## config.mk

```make
export PLATFORM = sky130hd
export DESIGN_NAME = result_writer_flat
export DESIGN_NICKNAME = d
export VERILOG_FILES = /design/src/rtl/result_writer_pkg.sv /design/src/rtl/result_writer_if.sv /design/src/rtl/result_fifo.sv /design/src/rtl/result_writer.sv /design/src/flat_wrapper.sv
export SDC_FILE = /design/constraint.sdc
export NUM_CORES = 1
export LEC_CHECK = 0
export CAP_MARGIN = 20
export CORE_ASPECT_RATIO = 0.7
export CORE_MARGIN = 2
export CORE_UTILIZATION = 62
export CTS_CLUSTER_DIAMETER = 100
export DETAILED_ROUTE_END_ITERATION = 12
export PLACE_DENSITY = 0.82
export REMOVE_ABC_BUFFERS = 1
export SETUP_SLACK_MARGIN = 0.2
export SLEW_MARGIN = 20
export SYNTH_ARGS = -nofsm -noshare
export SYNTH_HDL_FRONTEND = slang
export SYNTH_SLANG_ARGS = --single-unit
```

## constraint.sdc

```tcl
create_clock -name clock -period 7.5 [get_ports clock]
set_clock_uncertainty 0.05 [all_clocks]
set_input_delay 1.5 -clock clock [delete_from_list [all_inputs] [get_ports clock]]
set_output_delay 1.5 -clock clock [all_outputs]
set_load 0.02 [all_outputs]
```

## src/rtl/result_writer_pkg.sv

```systemverilog
// ----------------------------------------------------------------------------
// result_writer_pkg
// Shared constants and types for the result writer:
//   WORD_W / REC_W        emitted word width and record width
//   COUNT_W               width of the record counters
//   DEFAULT_RECORD_LIMIT  default number of records before the block stops
//   state_t               serializer FSM state encoding
//   high_word / low_word  record halves in emission order
// ----------------------------------------------------------------------------
package result_writer_pkg;

    localparam int WORD_W               = 32;
    localparam int REC_W                = 64;
    localparam int COUNT_W              = 17;
    localparam int DEFAULT_RECORD_LIMIT = 51;

    typedef enum logic [1:0] {
        IDLE = 2'd0,
        HIGH = 2'd1,
        LOW  = 2'd2,
        DONE = 2'd3
    } state_t;

    // A record is {high word, low word}; the high word goes out first.
    function automatic logic [WORD_W-1:0] high_word(input logic [REC_W-1:0] rec);
        return rec[REC_W-1:WORD_W];
    endfunction

    function automatic logic [WORD_W-1:0] low_word(input logic [REC_W-1:0] rec);
        return rec[WORD_W-1:0];
    endfunction

endpackage : result_writer_pkg

```

## src/rtl/result_writer_if.sv

```systemverilog
// ----------------------------------------------------------------------------
// result_writer_if
// Record-in / word-out handshake bundle of the result writer.
//   rec_valid  / rec_ready  / rec_data[63:0]   record channel (into the writer)
//   word_valid / word_ready / word_data[31:0]  word channel (out of the writer)
//   word_last                                  final word of the final record
// Modports:
//   slave  - the result writer itself
//   master - the environment: record producer and word sink
// ----------------------------------------------------------------------------
interface result_writer_if;
    import result_writer_pkg::*;

    logic              rec_valid;
    logic              rec_ready;
    logic [REC_W-1:0]  rec_data;

    logic              word_valid;
    logic              word_ready;
    logic [WORD_W-1:0] word_data;
    logic              word_last;

    modport slave (
        input  rec_valid, rec_data, word_ready,
        output rec_ready, word_valid, word_data, word_last
    );

    modport master (
        output rec_valid, rec_data, word_ready,
        input  rec_ready, word_valid, word_data, word_last
    );

endinterface : result_writer_if

```

## src/rtl/result_fifo.sv

```systemverilog
// ----------------------------------------------------------------------------
// result_fifo
// Synchronous first-word-fall-through FIFO buffering records for the writer.
// Parameters: DEPTH (power of two, >= 2), WIDTH (entry width).
// Ports:
//   clock      rising-edge clock
//   reset      synchronous active-high reset, empties the FIFO
//   push       write push_data (ignored when full)
//   push_data  entry to write
//   pop        discard the head entry (ignored when empty)
//   pop_data   head entry, valid whenever !empty
//   full       no room for another entry
//   empty      no entry stored
// ----------------------------------------------------------------------------
module result_fifo #(
    parameter int DEPTH = 4,
    parameter int WIDTH = 64
) (
    input  logic             clock,
    input  logic             reset,
    input  logic             push,
    input  logic [WIDTH-1:0] push_data,
    input  logic             pop,
    output logic [WIDTH-1:0] pop_data,
    output logic             full,
    output logic             empty
);

    localparam int AW = $clog2(DEPTH);

    if (DEPTH < 2 || (DEPTH & (DEPTH - 1)) != 0) begin : g_bad_depth
        $error("result_fifo: DEPTH must be a power of two and at least 2");
    end

    localparam logic [AW:0] PTR_ONE = (AW + 1)'(1);

    logic [WIDTH-1:0] mem [DEPTH];

    // One extra pointer bit tells a full FIFO from an empty one when the
    // address bits match.
    logic [AW:0] wr_ptr;
    logic [AW:0] rd_ptr;

    logic do_push;
    logic do_pop;

    assign do_push = push && !full;
    assign do_pop  = pop && !empty;

    // NOTE: state registers use non-blocking assignments so every flop samples
    // the pre-edge values regardless of the order blocks are evaluated in.
    always_ff @(posedge clock) begin
        if (reset) begin
            wr_ptr <= '0;
            rd_ptr <= '0;
        end else begin
            if (do_push) wr_ptr <= wr_ptr + PTR_ONE;
            if (do_pop)  rd_ptr <= rd_ptr + PTR_ONE;
        end
    end

    // NOTE: the storage array is deliberately not reset; the pointers define
    // which entries are meaningful, and a reset on the array would keep it
    // from mapping onto plain RAM.
    always_ff @(posedge clock) begin
        if (do_push) mem[wr_ptr[AW-1:0]] <= push_data;
    end

    assign pop_data = mem[rd_ptr[AW-1:0]];
    assign empty    = (wr_ptr == rd_ptr);
    assign full     = (wr_ptr[AW] != rd_ptr[AW]) &&
                      (wr_ptr[AW-1:0] == rd_ptr[AW-1:0]);

endmodule : result_fifo

```

## src/rtl/result_writer.sv

```systemverilog
// ----------------------------------------------------------------------------
// result_writer
// Buffers 64-bit records in a FIFO and emits each as two 32-bit words, high
// word first, until RECORD_LIMIT records have been emitted; then it parks in
// DONE until reset.
// Parameters:
//   RECORD_LIMIT  records emitted before stopping (1 .. 2^17-1)
//   FIFO_DEPTH    record buffer depth (power of two, >= 2)
// Ports:
//   clock      rising-edge clock
//   reset      synchronous active-high reset
//   bus        result_writer_if.slave: record in, word out handshakes
//   rec_count  records fully emitted
//   done       limit reached
//   checksum   (only with RESULT_WRITER_CHECKSUM_EN) sum mod 2^32 of every
//              word transferred
// Optional feature macro: RESULT_WRITER_CHECKSUM_EN
// ----------------------------------------------------------------------------
module result_writer
    import result_writer_pkg::*;
#(
    parameter int RECORD_LIMIT = DEFAULT_RECORD_LIMIT,
    parameter int FIFO_DEPTH   = 4
) (
    input  logic               clock,
    input  logic               reset,
    result_writer_if.slave     bus,
    output logic [COUNT_W-1:0] rec_count,
    output logic               done
`ifdef RESULT_WRITER_CHECKSUM_EN
    ,
    output logic [WORD_W-1:0]  checksum
`endif
);

    if (RECORD_LIMIT < 1 || RECORD_LIMIT > (1 << COUNT_W) - 1) begin : g_bad_limit
        $error("result_writer: RECORD_LIMIT must be in 1 .. 2^17-1");
    end

    localparam logic [COUNT_W-1:0] LIMIT     = COUNT_W'(RECORD_LIMIT);
    localparam logic [COUNT_W-1:0] LAST_IDX  = COUNT_W'(RECORD_LIMIT - 1);
    localparam logic [COUNT_W-1:0] COUNT_ONE = COUNT_W'(1);

    state_t             state;
    logic [REC_W-1:0]   hold;
    logic [COUNT_W-1:0] acc_count;

    logic               word_valid_q;
    logic [WORD_W-1:0]  word_data_q;
    logic               word_last_q;

    logic               fifo_push;
    logic               fifo_pop;
    logic               fifo_full;
    logic               fifo_empty;
    logic [REC_W-1:0]   fifo_head;

    // The record in hold is the last one allowed through.
    logic               last_rec;

    assign last_rec = (rec_count == LAST_IDX);

    // ------------------------------------------------------------------
    // Record intake
    // ------------------------------------------------------------------
    // Acceptance stops once RECORD_LIMIT records have been taken, even if
    // they are still queued, so nothing beyond the limit is ever buffered.
    assign bus.rec_ready = !fifo_full && (acc_count < LIMIT);
    assign fifo_push     = bus.rec_valid && bus.rec_ready;

    always_ff @(posedge clock) begin
        if (reset) begin
            acc_count <= '0;
        end else if (fifo_push && acc_count != LIMIT) begin
            acc_count <= acc_count + COUNT_ONE;
        end
    end

    result_fifo #(
        .DEPTH (FIFO_DEPTH),
        .WIDTH (REC_W)
    ) u_fifo (
        .clock     (clock),
        .reset     (reset),
        .push      (fifo_push),
        .push_data (bus.rec_data),
        .pop       (fifo_pop),
        .pop_data  (fifo_head),
        .full      (fifo_full),
        .empty     (fifo_empty)
    );

    // ------------------------------------------------------------------
    // Pop decision
    // ------------------------------------------------------------------
    // Popping straight from LOW into HIGH keeps the word stream gap-free.
    // NOTE: the default assignment ahead of the case guarantees fifo_pop is
    // driven on every path, so no latch is inferred.
    always_comb begin
        fifo_pop = 1'b0;
        case (state)
            IDLE:    fifo_pop = !fifo_empty;
            LOW:     fifo_pop = bus.word_ready && !last_rec && !fifo_empty;
            default: fifo_pop = 1'b0;
        endcase
    end

    // ------------------------------------------------------------------
    // Serializer FSM with registered outputs
    // ------------------------------------------------------------------
    // word_data / word_last only change on a transition that needs
    // word_ready, so they hold steady while the sink stalls.
    always_ff @(posedge clock) begin
        if (reset) begin
            state        <= IDLE;
            hold         <= '0;
            rec_count    <= '0;
            word_valid_q <= 1'b0;
            word_data_q  <= '0;
            word_last_q  <= 1'b0;
            done         <= 1'b0;
        end else begin
            case (state)
                IDLE: begin
                    if (!fifo_empty) begin
                        hold         <= fifo_head;
                        state        <= HIGH;
                        word_valid_q <= 1'b1;
                        word_data_q  <= high_word(fifo_head);
                        word_last_q  <= 1'b0;
                    end
                end

                HIGH: begin
                    if (bus.word_ready) begin
                        state       <= LOW;
                        word_data_q <= low_word(hold);
                        word_last_q <= last_rec;
                    end
                end

                LOW: begin
                    if (bus.word_ready) begin
                        // LOW is only reachable below the limit, so the
                        // increment saturates at RECORD_LIMIT by construction.
                        rec_count <= rec_count + COUNT_ONE;
                        if (last_rec) begin
                            state        <= DONE;
                            word_valid_q <= 1'b0;
                            word_last_q  <= 1'b0;
                            done         <= 1'b1;
                        end else if (!fifo_empty) begin
                            hold         <= fifo_head;
                            state        <= HIGH;
                            word_data_q  <= high_word(fifo_head);
                            word_last_q  <= 1'b0;
                        end else begin
                            state        <= IDLE;
                            word_valid_q <= 1'b0;
                            word_last_q  <= 1'b0;
                        end
                    end
                end

                DONE: begin
                    word_valid_q <= 1'b0;
                    word_last_q  <= 1'b0;
                    done         <= 1'b1;
                end

                default: state <= IDLE;
            endcase
        end
    end

    assign bus.word_valid = word_valid_q;
    assign bus.word_data  = word_data_q;
    assign bus.word_last  = word_last_q;

    // ------------------------------------------------------------------
    // Optional running checksum of transferred words
    // ------------------------------------------------------------------
`ifdef RESULT_WRITER_CHECKSUM_EN
    logic word_fire;

    assign word_fire = word_valid_q && bus.word_ready;

    always_ff @(posedge clock) begin
        if (reset) begin
            checksum <= '0;
        end else if (word_fire) begin
            checksum <= checksum + word_data_q;
        end
    end
`endif

endmodule : result_writer

```

## src/flat_wrapper.sv

```systemverilog
// flat-port wrapper written by rule: the top's interface ports become plain ports
module result_writer_flat import result_writer_pkg::*;
#(
    parameter int RECORD_LIMIT = DEFAULT_RECORD_LIMIT,
    parameter int FIFO_DEPTH   = 4
)
  (clock, reset, rec_count, done, bus_rec_valid, bus_rec_data, bus_word_ready, bus_rec_ready, bus_word_valid, bus_word_data, bus_word_last);
  result_writer_if bus_i ();
  input  logic clock;
  input  logic reset;
  output logic [COUNT_W-1:0] rec_count;
  output logic done;
  input wire logic [$bits(bus_i.rec_valid)-1:0] bus_rec_valid;
  input wire logic [$bits(bus_i.rec_data)-1:0] bus_rec_data;
  input wire logic [$bits(bus_i.word_ready)-1:0] bus_word_ready;
  output wire logic [$bits(bus_i.rec_ready)-1:0] bus_rec_ready;
  output wire logic [$bits(bus_i.word_valid)-1:0] bus_word_valid;
  output wire logic [$bits(bus_i.word_data)-1:0] bus_word_data;
  output wire logic [$bits(bus_i.word_last)-1:0] bus_word_last;
  assign bus_i.rec_valid = bus_rec_valid;
  assign bus_i.rec_data = bus_rec_data;
  assign bus_i.word_ready = bus_word_ready;
  assign bus_rec_ready = bus_i.rec_ready;
  assign bus_word_valid = bus_i.word_valid;
  assign bus_word_data = bus_i.word_data;
  assign bus_word_last = bus_i.word_last;
  result_writer #(.RECORD_LIMIT(RECORD_LIMIT), .FIFO_DEPTH(FIFO_DEPTH)) u_core (.clock(clock), .reset(reset), .bus(bus_i), .rec_count(rec_count), .done(done));
endmodule
```

==> results_dict.tcl, run 1 <==
set metrics [dict create \
    wire_per_inst_um 21.0 \
    die_area_um2 24100 \
    critPathArrivalTime_ns 2.32 \
    post_cts.resized_instances 0 \
    h_tree_depth_reported_by_cts 2 \
    grt_antenna_before_repair 0 \
    ir_drop_worst_vdd_mv 0.250 \
    fin_setup_tns_ns 0 \
    cts_buffers 34 \
    synth_top_area_cell "sky130_fd_sc_hd__edfxtp_1" \
    pre_antenna_drt_iters 5 \
    worst-path-max-fanout 6 \
    transition_time_at_the_pin_with_the_least_slew_margin_ns 1.02 \
    timing_worst_setup_path_type "reg -> out" \
    antenna_cells 0 \
    floorplan.initialDensity_pct 62.8 \
    synthMostInstantiatedCell "sky130_fd_sc_hd__edfxtp_1" \
    drtIter0Drc 692 \
    post-route-util_pct 74.5 \
    unrepaired_setup_endpoints_after_global_routing "false" \
    synth-main-ff-cell "sky130_fd_sc_hd__edfxtp_1" \
    synth_top_area_share_pct 54.4 \
    postSynth.asyncResetShare_pct 0 \
    max-cap-violations 0 \
    finalHoldViolCount 0 \
    synth-edff-count 256 \
    static-leakage-power_uw 0.00552 \
    synth.cells.most_frequent "sky130_fd_sc_hd__edfxtp_1, sky130_fd_sc_hd__dfxtp_1, sky130_fd_sc_hd__nand2_1" \
    grt_first_pass_wirelength_mm 42.1 \
    yosys-top-cells-area "sky130_fd_sc_hd__edfxtp_1, sky130_fd_sc_hd__dfxtp_1, sky130_fd_sc_hd__mux4_2, sky130_fd_sc_hd__a211oi_2, sky130_fd_sc_hd__mux2i_1" \
    net_count_of_the_finished_layout 1051 \
    routed_wl_mm 27.5 \
    core_region_area_um2 22500 \
    fin_hold_ws_ns 0.405 \
    timing.max_slew.rel_slack_pct 32.0 \
    synthesis.area_um2 14100 \
    grt_start_max_net_pins 65 \
    placementRows 46 \
    hp-class "reg -> reg" \
    finalSetupViolations 0 \
    syn_to_final_growth_pct 18.5 \
    syn_avg_cell_area_um2 16.5 \
    finalCriticalPeriod_ns 3.87 \
    drive_gt1_share_pct 17.2 \
    hold_buffers 0 \
    first_global_vias 7588 \
    postCtsSetupBuffers 0 \
    detail-route-antenna-nets 0 \
    numPortBuffers 120 \
    clk-insertion-delay-late_ns 0.50 \
    globalRouteTotalUtil_pct 23.3 \
    outcome "finished clean" \
    start_kind "flop" \
    finalWeightedCongestion 0.815 \
    cts_tree "yes" \
    fp.dieH_um 130 \
    dr_total_vias 7687 \
    detail_route.drc_violations 0 \
    ys_types 49 \
    postSynthRegisterBits 367 \
    die_w_um 185 \
    finalCritPeriodShare_pct 51.6 \
    clock-sinks 367 \
    routed_via_density 5.87 \
    clk_path_buf_depth 3 \
    num-fill-cells 1291 \
    timing_max_transition_violations_final 0 \
    netlist_instances 856 \
    timing.critical_path.to_type "output port" \
    clockRootBuffer "sky130_fd_sc_hd__clkbuf_16" \
    worstPathRequired_ns 5.95 \
    synthesis.yosys.warnings 0 \
    half_perimeter_wire_length_of_the_detailed_placement_result_mm 15.1 \
    maximum_frequency_from_static_timing_analysis_ghz 0.258 \
    synth-seq-area-share_pct 70.1 \
    io-pin-count 121 \
    clkSlewWorstSetupHoldPaths_ns 0.06 \
    p_per_area_nw_per_um2 354 \
    grt_remaining_overflow 0 \
]
==> report_power, final <==
part | internal [uW] | leakage (uW) | total, uW | switching [uW]
Combinational | 642 | 0.00165 | 1440 | 799
Clock | 1180 | 0.000603 | 1910 | 730
Sequential | 2410 | 0.00326 | 2590 | 181
Total | 4230 | 0.00552 | 5940 | 1710
==> worst max-delay path, stage by stage, from the launching register on <==
cell,delay [ns]
sky130_fd_sc_hd__dfxtp_1,0.46
sky130_fd_sc_hd__xor2_1,0.18
sky130_fd_sc_hd__o311ai_2,0.54
sky130_fd_sc_hd__nor2_1,0.08
sky130_fd_sc_hd__clkdlybuf4s50_1,0.55
==> path summary, 6_finish.rpt <==
kind,start,end,slack (ns),depth (start not counted)
worst max-delay path,u_core.u_fifo.wr_ptr[0],bus_rec_ready,3.63,4
worst min-delay path,u_core.hold[3],u_core.hold[3],0.41,2
worst max register to register,u_core.u_fifo.wr_ptr[0],u_core.u_fifo.mem[3][49],4.54,4
worst min register to register,u_core.hold[3],u_core.hold[3],0.41,2
==> layout make-up <==
class                   count  area [um^2]  area share (%)
clock buffers              42          945            5.64
clock inverters            20          309            1.84
inverters                  12         45.0           0.269
multi-input cells         432         3930            23.4
flip-flops and latches    367         9920            59.2
well taps                 312          390            2.33
repair buffers            124         1230            7.33
==> cells in the final DEF (no fill, tap or decap), types with 6 or more instances in the layout <==
cell / netlist / routed
sky130_fd_sc_hd__ha_1: 12 / 11
sky130_fd_sc_hd__mux2i_1: 36 / 36
sky130_fd_sc_hd__nor3_1: 7 / 7
sky130_fd_sc_hd__nor4_1: 7 / 7
sky130_fd_sc_hd__clkbuf_16: 0 / 37
sky130_fd_sc_hd__dfxtp_1: 111 / 109
sky130_fd_sc_hd__nand3_1: 6 / 6
sky130_fd_sc_hd__a21oi_1: 39 / 39
sky130_fd_sc_hd__mux4_2: 64 / 64
sky130_fd_sc_hd__xor2_1: 13 / 13
sky130_fd_sc_hd__a211oi_2: 32 / 32
sky130_fd_sc_hd__inv_1: 12 / 12
sky130_fd_sc_hd__nor2_1: 70 / 70
sky130_fd_sc_hd__nor2b_1: 11 / 11
sky130_fd_sc_hd__nand2_1: 75 / 75
sky130_fd_sc_hd__xnor2_1: 12 / 12
sky130_fd_sc_hd__clkdlybuf4s50_1: 0 / 119
sky130_fd_sc_hd__nand4_1: 7 / 7
sky130_fd_sc_hd__edfxtp_1: 256 / 256
sky130_fd_sc_hd__bufinv_16: 0 / 8
==> flip-flops by register name (all words and copies together), names as in the netlist, named ones only <==
name                   count
u_core.u_fifo.wr_ptr       3
u_core.state               2
u_core.u_fifo.mem        256
u_core.hold               32
u_core.done                1
u_core.bus.word_last       1
u_core.rec_count          17
u_core.bus.word_data      32
u_core.u_fifo.rd_ptr       3
u_core.bus.word_valid      1
u_core.acc_count          17
==> through the flow <==
stage	setup slack, ns	cell area [um^2]	power, uW	std cells
finish	3.63	16800	5940	1309
global route	3.50	16800	6180	1309
CTS	3.62	16800	5980	1309
detailed placement	3.47	15500	4070	1247
global placement	3.55	15500	4020	1247
floorplan	3.49	13900	3600	811
==> logic make-up (layout without fill, tap and decap cells) <==
family	after synthesis	after routing	synth area share [%]
mux	100	100	12.7
xor+xnor	25	25	1.55
compound gates	94	94	5.72
buf+inv	57	198	2.31
fa+ha+maj	12	12	1.06
flops	367	367	70.1
simple gates	201	201	6.54
==> per-layer routing <==
layer	share of wire, %	GRT usage (%)	vias up
li1	-	-	3493
met1	44	34.1	3848
met2	47	37.1	297
met3	6.6	3.77	49
met4	1.9	6.68	0
met5	0	0	-
Power figures use the tool's default switching activity.
==> inputs of run 2 (changes only) <==
--- a/config.mk
+++ b/config.mk
@@ -8,10 +8,10 @@
 export CAP_MARGIN = 20
 export CORE_ASPECT_RATIO = 0.7
 export CORE_MARGIN = 2
-export CORE_UTILIZATION = 62
+export CORE_UTILIZATION = 57
 export CTS_CLUSTER_DIAMETER = 100
 export DETAILED_ROUTE_END_ITERATION = 12
-export PLACE_DENSITY = 0.82
+export PLACE_DENSITY = 0.76
 export REMOVE_ABC_BUFFERS = 1
 export SETUP_SLACK_MARGIN = 0.2
 export SLEW_MARGIN = 20
==> constraint.sdc (replaced) <==
create_clock -name clock -period 3.7 [get_ports clock]
set_clock_uncertainty 0.05 [all_clocks]
set_input_delay 0.74 -clock clock [delete_from_list [all_inputs] [get_ports clock]]
set_output_delay 0.74 -clock clock [all_outputs]
set_load 0.02 [all_outputs]
==> results_dict.tcl, run 2 (synthesis results as in run 1) <==
set metrics [dict create \
    finalCritPeriodShare_pct 83.5 \
    timing.max_slew.rel_slack_pct 34.8 \
    grt_remaining_overflow 0 \
    static-leakage-power_uw 0.00555 \
    postCtsSetupBuffers 0 \
    io-pin-count 121 \
    die_w_um 192 \
    clock-sinks 367 \
    timing_max_transition_violations_final 0 \
    dr_total_vias 7684 \
    drtIter0Drc 626 \
    grt_first_pass_wirelength_mm 43.8 \
    floorplan.initialDensity_pct 57.7 \
    final_cell_mix "sky130_fd_sc_hd__edfxtp_1, sky130_fd_sc_hd__clkdlybuf4s50_1, sky130_fd_sc_hd__dfxtp_1, sky130_fd_sc_hd__nand2_1, sky130_fd_sc_hd__nor2_1" \
    ir_drop_worst_vdd_mv 0.530 \
    grt_start_max_net_pins 65 \
    total_power_uw 11700 \
    finalWeightedCongestion 0.778 \
    share_comb_of_total_power_pct 25.8 \
    finalHoldViolCount 0 \
    critPathArrivalTime_ns 2.30 \
    placedCellCount 1271 \
    clk-insertion-delay-late_ns 0.51 \
    half_perimeter_wire_length_of_the_detailed_placement_result_mm 16.7 \
    path_cells "xor2_1, o311ai_2, nor2_1, clkdlybuf4s50_1" \
    grt_antenna_before_repair 1 \
    clk_path_buf_depth 3 \
    first_global_vias 7778 \
    drive_gt1_share_pct 17.6 \
    detail-route-antenna-nets 0 \
    share_clk_of_total_power_pct 29.4 \
    hold_buffers 0 \
    hp-class "reg -> reg" \
    transition_time_at_the_pin_with_the_least_slew_margin_ns 0.977 \
    net-switching-power_uw 3460 \
    syn_to_final_growth_pct 19.0 \
    finalSetupViolations 0 \
    final_area_um2 16800 \
    fp.dieH_um 136 \
    maximum_frequency_from_static_timing_analysis_ghz 0.324 \
    numPortBuffers 120 \
    h_tree_depth_reported_by_cts 2 \
    setup.worst_path.start "u_core.u_fifo.wr_ptr[0]" \
    p_per_area_nw_per_um2 697 \
    critical-path-slowest-cell "sky130_fd_sc_hd__o311ai_2" \
    routed_wl_mm 28.0 \
    seq_power_share_pct 44.8 \
    placementRows 48 \
    rr_startpoint "u_core.state[1]" \
    max-cap-violations 0 \
    net_count_of_the_finished_layout 1062 \
    mostFrequentLayoutCell "sky130_fd_sc_hd__edfxtp_1" \
    clkSlewWorstSetupHoldPaths_ns 0.06 \
    globalRouteTotalUtil_pct 22.4 \
    cellInternalPower_uw 8260 \
    crit_path_max_incr_delay_ns 0.55 \
    worstPathRequired_ns 2.91 \
    largest_reg_flops 256 \
    finalCriticalPeriod_ns 3.09 \
    die_area_um2 26100 \
    outcome "finished clean" \
    core_region_area_um2 24500 \
    cts_buffers 34 \
    cts_tree "yes" \
    worst-path-max-fanout 6 \
    power.share.switching_pct 29.5 \
    post_cts.resized_instances 0 \
    start_kind "flop" \
    routed_via_density 5.76 \
    timing.critical_path.to_type "output port" \
    placedInstanceArea_um2 15700 \
    holdCritStartpoint "u_core.hold[19]" \
    fin_hold_ws_ns 0.409 \
    clockRootBuffer "sky130_fd_sc_hd__clkbuf_16" \
    detail_route.drc_violations 0 \
    unrepaired_setup_endpoints_after_global_routing "false" \
    wire_per_inst_um 21.0 \
    final-instance-count-excl-fill 1334 \
    pre_antenna_drt_iters 7 \
    timing_worst_setup_path_type "reg -> out" \
]
==> run 2: cell types whose count changed in the layout (fill, tap and decap cells not counted) <==
cell	delta
sky130_fd_sc_hd__clkinvlp_4	-3
sky130_fd_sc_hd__diode_2	+1
sky130_fd_sc_hd__bufinv_16	-6
sky130_fd_sc_hd__inv_8	-1
sky130_fd_sc_hd__ha_2	-1
sky130_fd_sc_hd__clkbuf_8	+2
sky130_fd_sc_hd__buf_12	+9
sky130_fd_sc_hd__clkbuf_1	+6
sky130_fd_sc_hd__ha_4	+1
sky130_fd_sc_hd__clkinv_2	+3
sky130_fd_sc_hd__clkinv_1	-1
sky130_fd_sc_hd__buf_4	+2
==> run 2: critical path, delay by kind of cell, from the launching register on <==
kind / cells / cell delay (ns)
flip-flops: 1 / 0.44
XOR/XNOR: 1 / 0.17
AO/OA/AOI/OAI: 1 / 0.55
AND/OR/NAND/NOR: 1 / 0.08
buffers and inverters: 1 / 0.55
==> run 2: cell type report <==
type | count | area [um^2]
inverter | 12 | 45.0
multi-input combinational | 432 | 3940
fill | 1607 | 7670
sequential | 367 | 9920
antenna | 1 | 2.50
timing repair buffer | 135 | 1420
tap | 325 | 407
clock inverter | 12 | 106
clock buffer | 50 | 995
==> run 2: stage by stage <==
step | worst slack, ns | setup TNS [ns] | util [%]
finish | 0.610 | 0 | 68.7
global route | 0.502 | 0 | 68.7
CTS | 0.599 | 0 | 68.7
detailed placement | 0.761 | 0 | 64.2
global placement | 0.857 | 0 | 64.2
floorplan | -0.308 | -9.85 | -
==> run 2: final timing paths <==
kind / end / slack [ns] / depth (start not counted)
max: bus_rec_ready / 0.61 / 4
min: u_core.hold[19] / 0.41 / 2
max reg2reg: u_core.bus.word_data[29] / 1.15 / 6
min reg2reg: u_core.hold[19] / 0.41 / 2
==> run 2: layer usage <==
metal  vias to the layer above  global-route usage (%)  part of all wire, %
met5                         -                       0                    0
met4                         0                    4.75                  1.2
met3                        30                    4.33                  7.5
met2                       283                    35.3                   47
met1                      3841                    32.9                   45
li1                       3530                       -                    -
==> run 2: power by group through the flow <==
stage | registers [uW] | logic [uW] | clock network [uW]
after floorplan | 5450 | 1850 | 0
after global placement | 5330 | 2950 | 0
after detailed placement | 5340 | 3020 | 0
after CTS | 5260 | 3050 | 3500
after global routing | 5310 | 3270 | 3670
final | 5250 | 3020 | 3450
==> inputs of run 3 (changes only) <==
--- a/config.mk
+++ b/config.mk
@@ -8,10 +8,10 @@
 export CAP_MARGIN = 20
 export CORE_ASPECT_RATIO = 0.7
 export CORE_MARGIN = 2
-export CORE_UTILIZATION = 57
+export CORE_UTILIZATION = 52
 export CTS_CLUSTER_DIAMETER = 100
 export DETAILED_ROUTE_END_ITERATION = 12
-export PLACE_DENSITY = 0.76
+export PLACE_DENSITY = 0.73
 export REMOVE_ABC_BUFFERS = 1
 export SETUP_SLACK_MARGIN = 0.2
 export SLEW_MARGIN = 20
==> constraint.sdc (replaced) <==
create_clock -name clock -period 2.8 [get_ports clock]
set_clock_uncertainty 0.05 [all_clocks]
set_input_delay 0.56 -clock clock [delete_from_list [all_inputs] [get_ports clock]]
set_output_delay 0.56 -clock clock [all_outputs]
set_load 0.02 [all_outputs]
==> results_dict.tcl, run 3 (synthesis results as in run 1) <==
set metrics [dict create \
    clockRootBuffer "sky130_fd_sc_hd__clkbuf_16" \
    worstPathRequired_ns 3.18 \
    rr_startpoint "u_core.rec_count[1]" \
    critical-path-slowest-cell "sky130_fd_sc_hd__a221o_4" \
    finalHoldViolCount 0 \
    ir_drop_worst_vdd_mv 0.658 \
    first_global_vias 7743 \
    outcome "finished clean" \
    cts_buffers 34 \
    syn_to_final_growth_pct 20.2 \
    grt_antenna_before_repair 4 \
    finalCritPeriodShare_pct 87.3 \
    half_perimeter_wire_length_of_the_detailed_placement_result_mm 17.1 \
    crit_family "simple AND/OR/NAND/NOR gates" \
    hold_path_end "u_core.hold[20]" \
    clk_path_buf_depth 3 \
    grt_busiest_layer "met2" \
    cts_tree "yes" \
    area_occupied_by_multi_input_gates_um2 3970 \
    detail_route.drc_violations 0 \
    core_region_area_um2 26700 \
    finalWeightedCongestion 0.797 \
    grt_use_met2_pct 30.4 \
    r2r_setup_slack_ns 0.36 \
    grt_start_max_net_pins 43 \
    net_count_of_the_finished_layout 1076 \
    routed_wl_mm 27.7 \
    numPortBuffers 120 \
    placementRows 50 \
    dr_total_vias 7656 \
    clk-insertion-delay-late_ns 0.51 \
    worst_reg_to_reg_path_cell_count 6 \
    fp.dieH_um 142 \
    path_cells "ha_1, nor4b_2, and4_1, a221o_4, nand2_1, a21oi_1" \
    clock-sinks 367 \
    critPathArrivalTime_ns 2.82 \
    io-pin-count 121 \
    die_w_um 201 \
    mostFrequentLayoutCell "sky130_fd_sc_hd__edfxtp_1" \
    final_cell_mix "sky130_fd_sc_hd__edfxtp_1, sky130_fd_sc_hd__clkdlybuf4s50_1, sky130_fd_sc_hd__dfxtp_1, sky130_fd_sc_hd__nand2_1, sky130_fd_sc_hd__nor2_1" \
    register_area_um2 9920 \
    holdPathStages 2 \
    h_tree_depth_reported_by_cts 2 \
    grt_remaining_overflow 0 \
    holdCritStartpoint "u_core.hold[20]" \
    largest_reg_flops 256 \
    fin_setup_tns_ns 0 \
    pre_antenna_drt_iters 5 \
    detail-route-antenna-nets 0 \
    hold_buffers 0 \
    crit_buf_inv 0 \
    p_per_area_nw_per_um2 901 \
    globalRouteTotalUtil_pct 19.9 \
    timing.rr.end "u_core.hold[28]" \
    floorplan.initialDensity_pct 52.9 \
    post-route-util_pct 63.7 \
    timing_max_transition_violations_final 0 \
    transition_time_at_the_pin_with_the_least_slew_margin_ns 0.919 \
    wire_per_inst_um 20.0 \
    drtIter0Drc 555 \
    timing.critical_path.to_type "flop" \
    critical_path_cell_count 6 \
    timing.max_slew.rel_slack_pct 38.0 \
    finalSetupViolations 0 \
    num-fill-cells 1918 \
    crit_path_max_incr_delay_ns 0.56 \
    globalRouteMet3Util_pct 4.21 \
    maximum_frequency_from_static_timing_analysis_ghz 0.409 \
    drive_gt1_share_pct 19.3 \
    start_kind "flop" \
    die_area_um2 28600 \
    finalCriticalPeriod_ns 2.44 \
    unrepaired_setup_endpoints_after_global_routing "true" \
    grt_first_pass_wirelength_mm 43.8 \
    hp-class "reg -> reg" \
    routed_via_density 5.52 \
    timing_worst_setup_path_type "reg -> reg" \
    static-leakage-power_uw 0.00562 \
    gr-usage-met1_pct 29.3 \
    worst-path-max-fanout 32 \
    clkSlewWorstSetupHoldPaths_ns 0.07 \
    max-cap-violations 0 \
]
run 3: changes by cell type in the layout (fill, tap and decap cells not counted), sizes merged, moves of 2 or more:
cell,change
buf,+14
clkbuf,-5
bufinv,-2
clkinv,+5
run 3: power by group:
part,internal [uW],switching [uW]
Combinational,1930,2260
Clock,2380,1910
Sequential,6440,389
Total,10800,4560
run 3: timing repair:
action | 4_1_cts | 5_1_grt
pin swaps | 2 | 0
resized for setup | 5 | 0
setup buffers | 2 | 0
endpoints found under the setup margin | 1 | 1
run 3: worst reg2reg max path, delay by kind of cell (launching register included):
family | cells | cell delay [ns]
adders and majority gates | 1 | 0.19
DFF | 1 | 0.46
AOI/OAI and AO/OA | 2 | 0.75
and+or+nand+nor | 3 | 0.93
run 3: cell type report:
class / instances / area share, %
inverter: 12 / 0.265
timing repair buffer: 149 / 9.35
clock buffer: 45 / 5.55
multi-input combinational: 432 / 23.3
tap: 364 / 2.68
antenna: 2 / 0.0294
sequential: 367 / 58.3
clock inverter: 16 / 0.471
run 3: worst max-delay path by stage:
stage | end | startpoint | slack [ns]
2_1_floorplan | u_core.bus.word_data[0] | u_core.state[1] | -1.21
3_3_place_gp | u_core.u_fifo.mem[2][27] | bus_rec_valid | 0.26
3_5_place_dp | u_core.u_fifo.mem[2][27] | bus_rec_valid | 0.24
4_1_cts | bus_rec_ready | u_core.acc_count[14] | 0.35
5_1_grt | u_core.hold[22] | u_core.rec_count[1] | 0.20
6_report | u_core.hold[28] | u_core.rec_count[1] | 0.36
run 3: per-stage QoR:
| step | cell area, um^2 | power [uW] | worst slack, ns | cells | hold WS [ns] |
|---|---|---|---|---|---|
| 2_1_floorplan | 13900 | 9650 | -1.21 | 811 | 0.380 |
| 3_3_place_gp | 15900 | 11100 | 0.257 | 1322 | 0.391 |
| 3_5_place_dp | 15900 | 11100 | 0.236 | 1322 | 0.397 |
| 4_1_cts | 17000 | 15500 | 0.351 | 1385 | 0.406 |
| 5_1_grt | 17000 | 16000 | 0.196 | 1385 | 0.423 |
| 6_report | 17000 | 15300 | 0.356 | 1387 | 0.406 |
run 3: routing by layer:
| layer | wire, um | vias up | share of wire, % |
|---|---|---|---|
| li1 | - | 3555 | - |
| met1 | 13000 | 3861 | 47 |
| met2 | 12500 | 191 | 45 |
| met3 | 1620 | 45 | 5.9 |
| met4 | 568 | 4 | 2.0 |
| met5 | 30 | - | 0.11 |
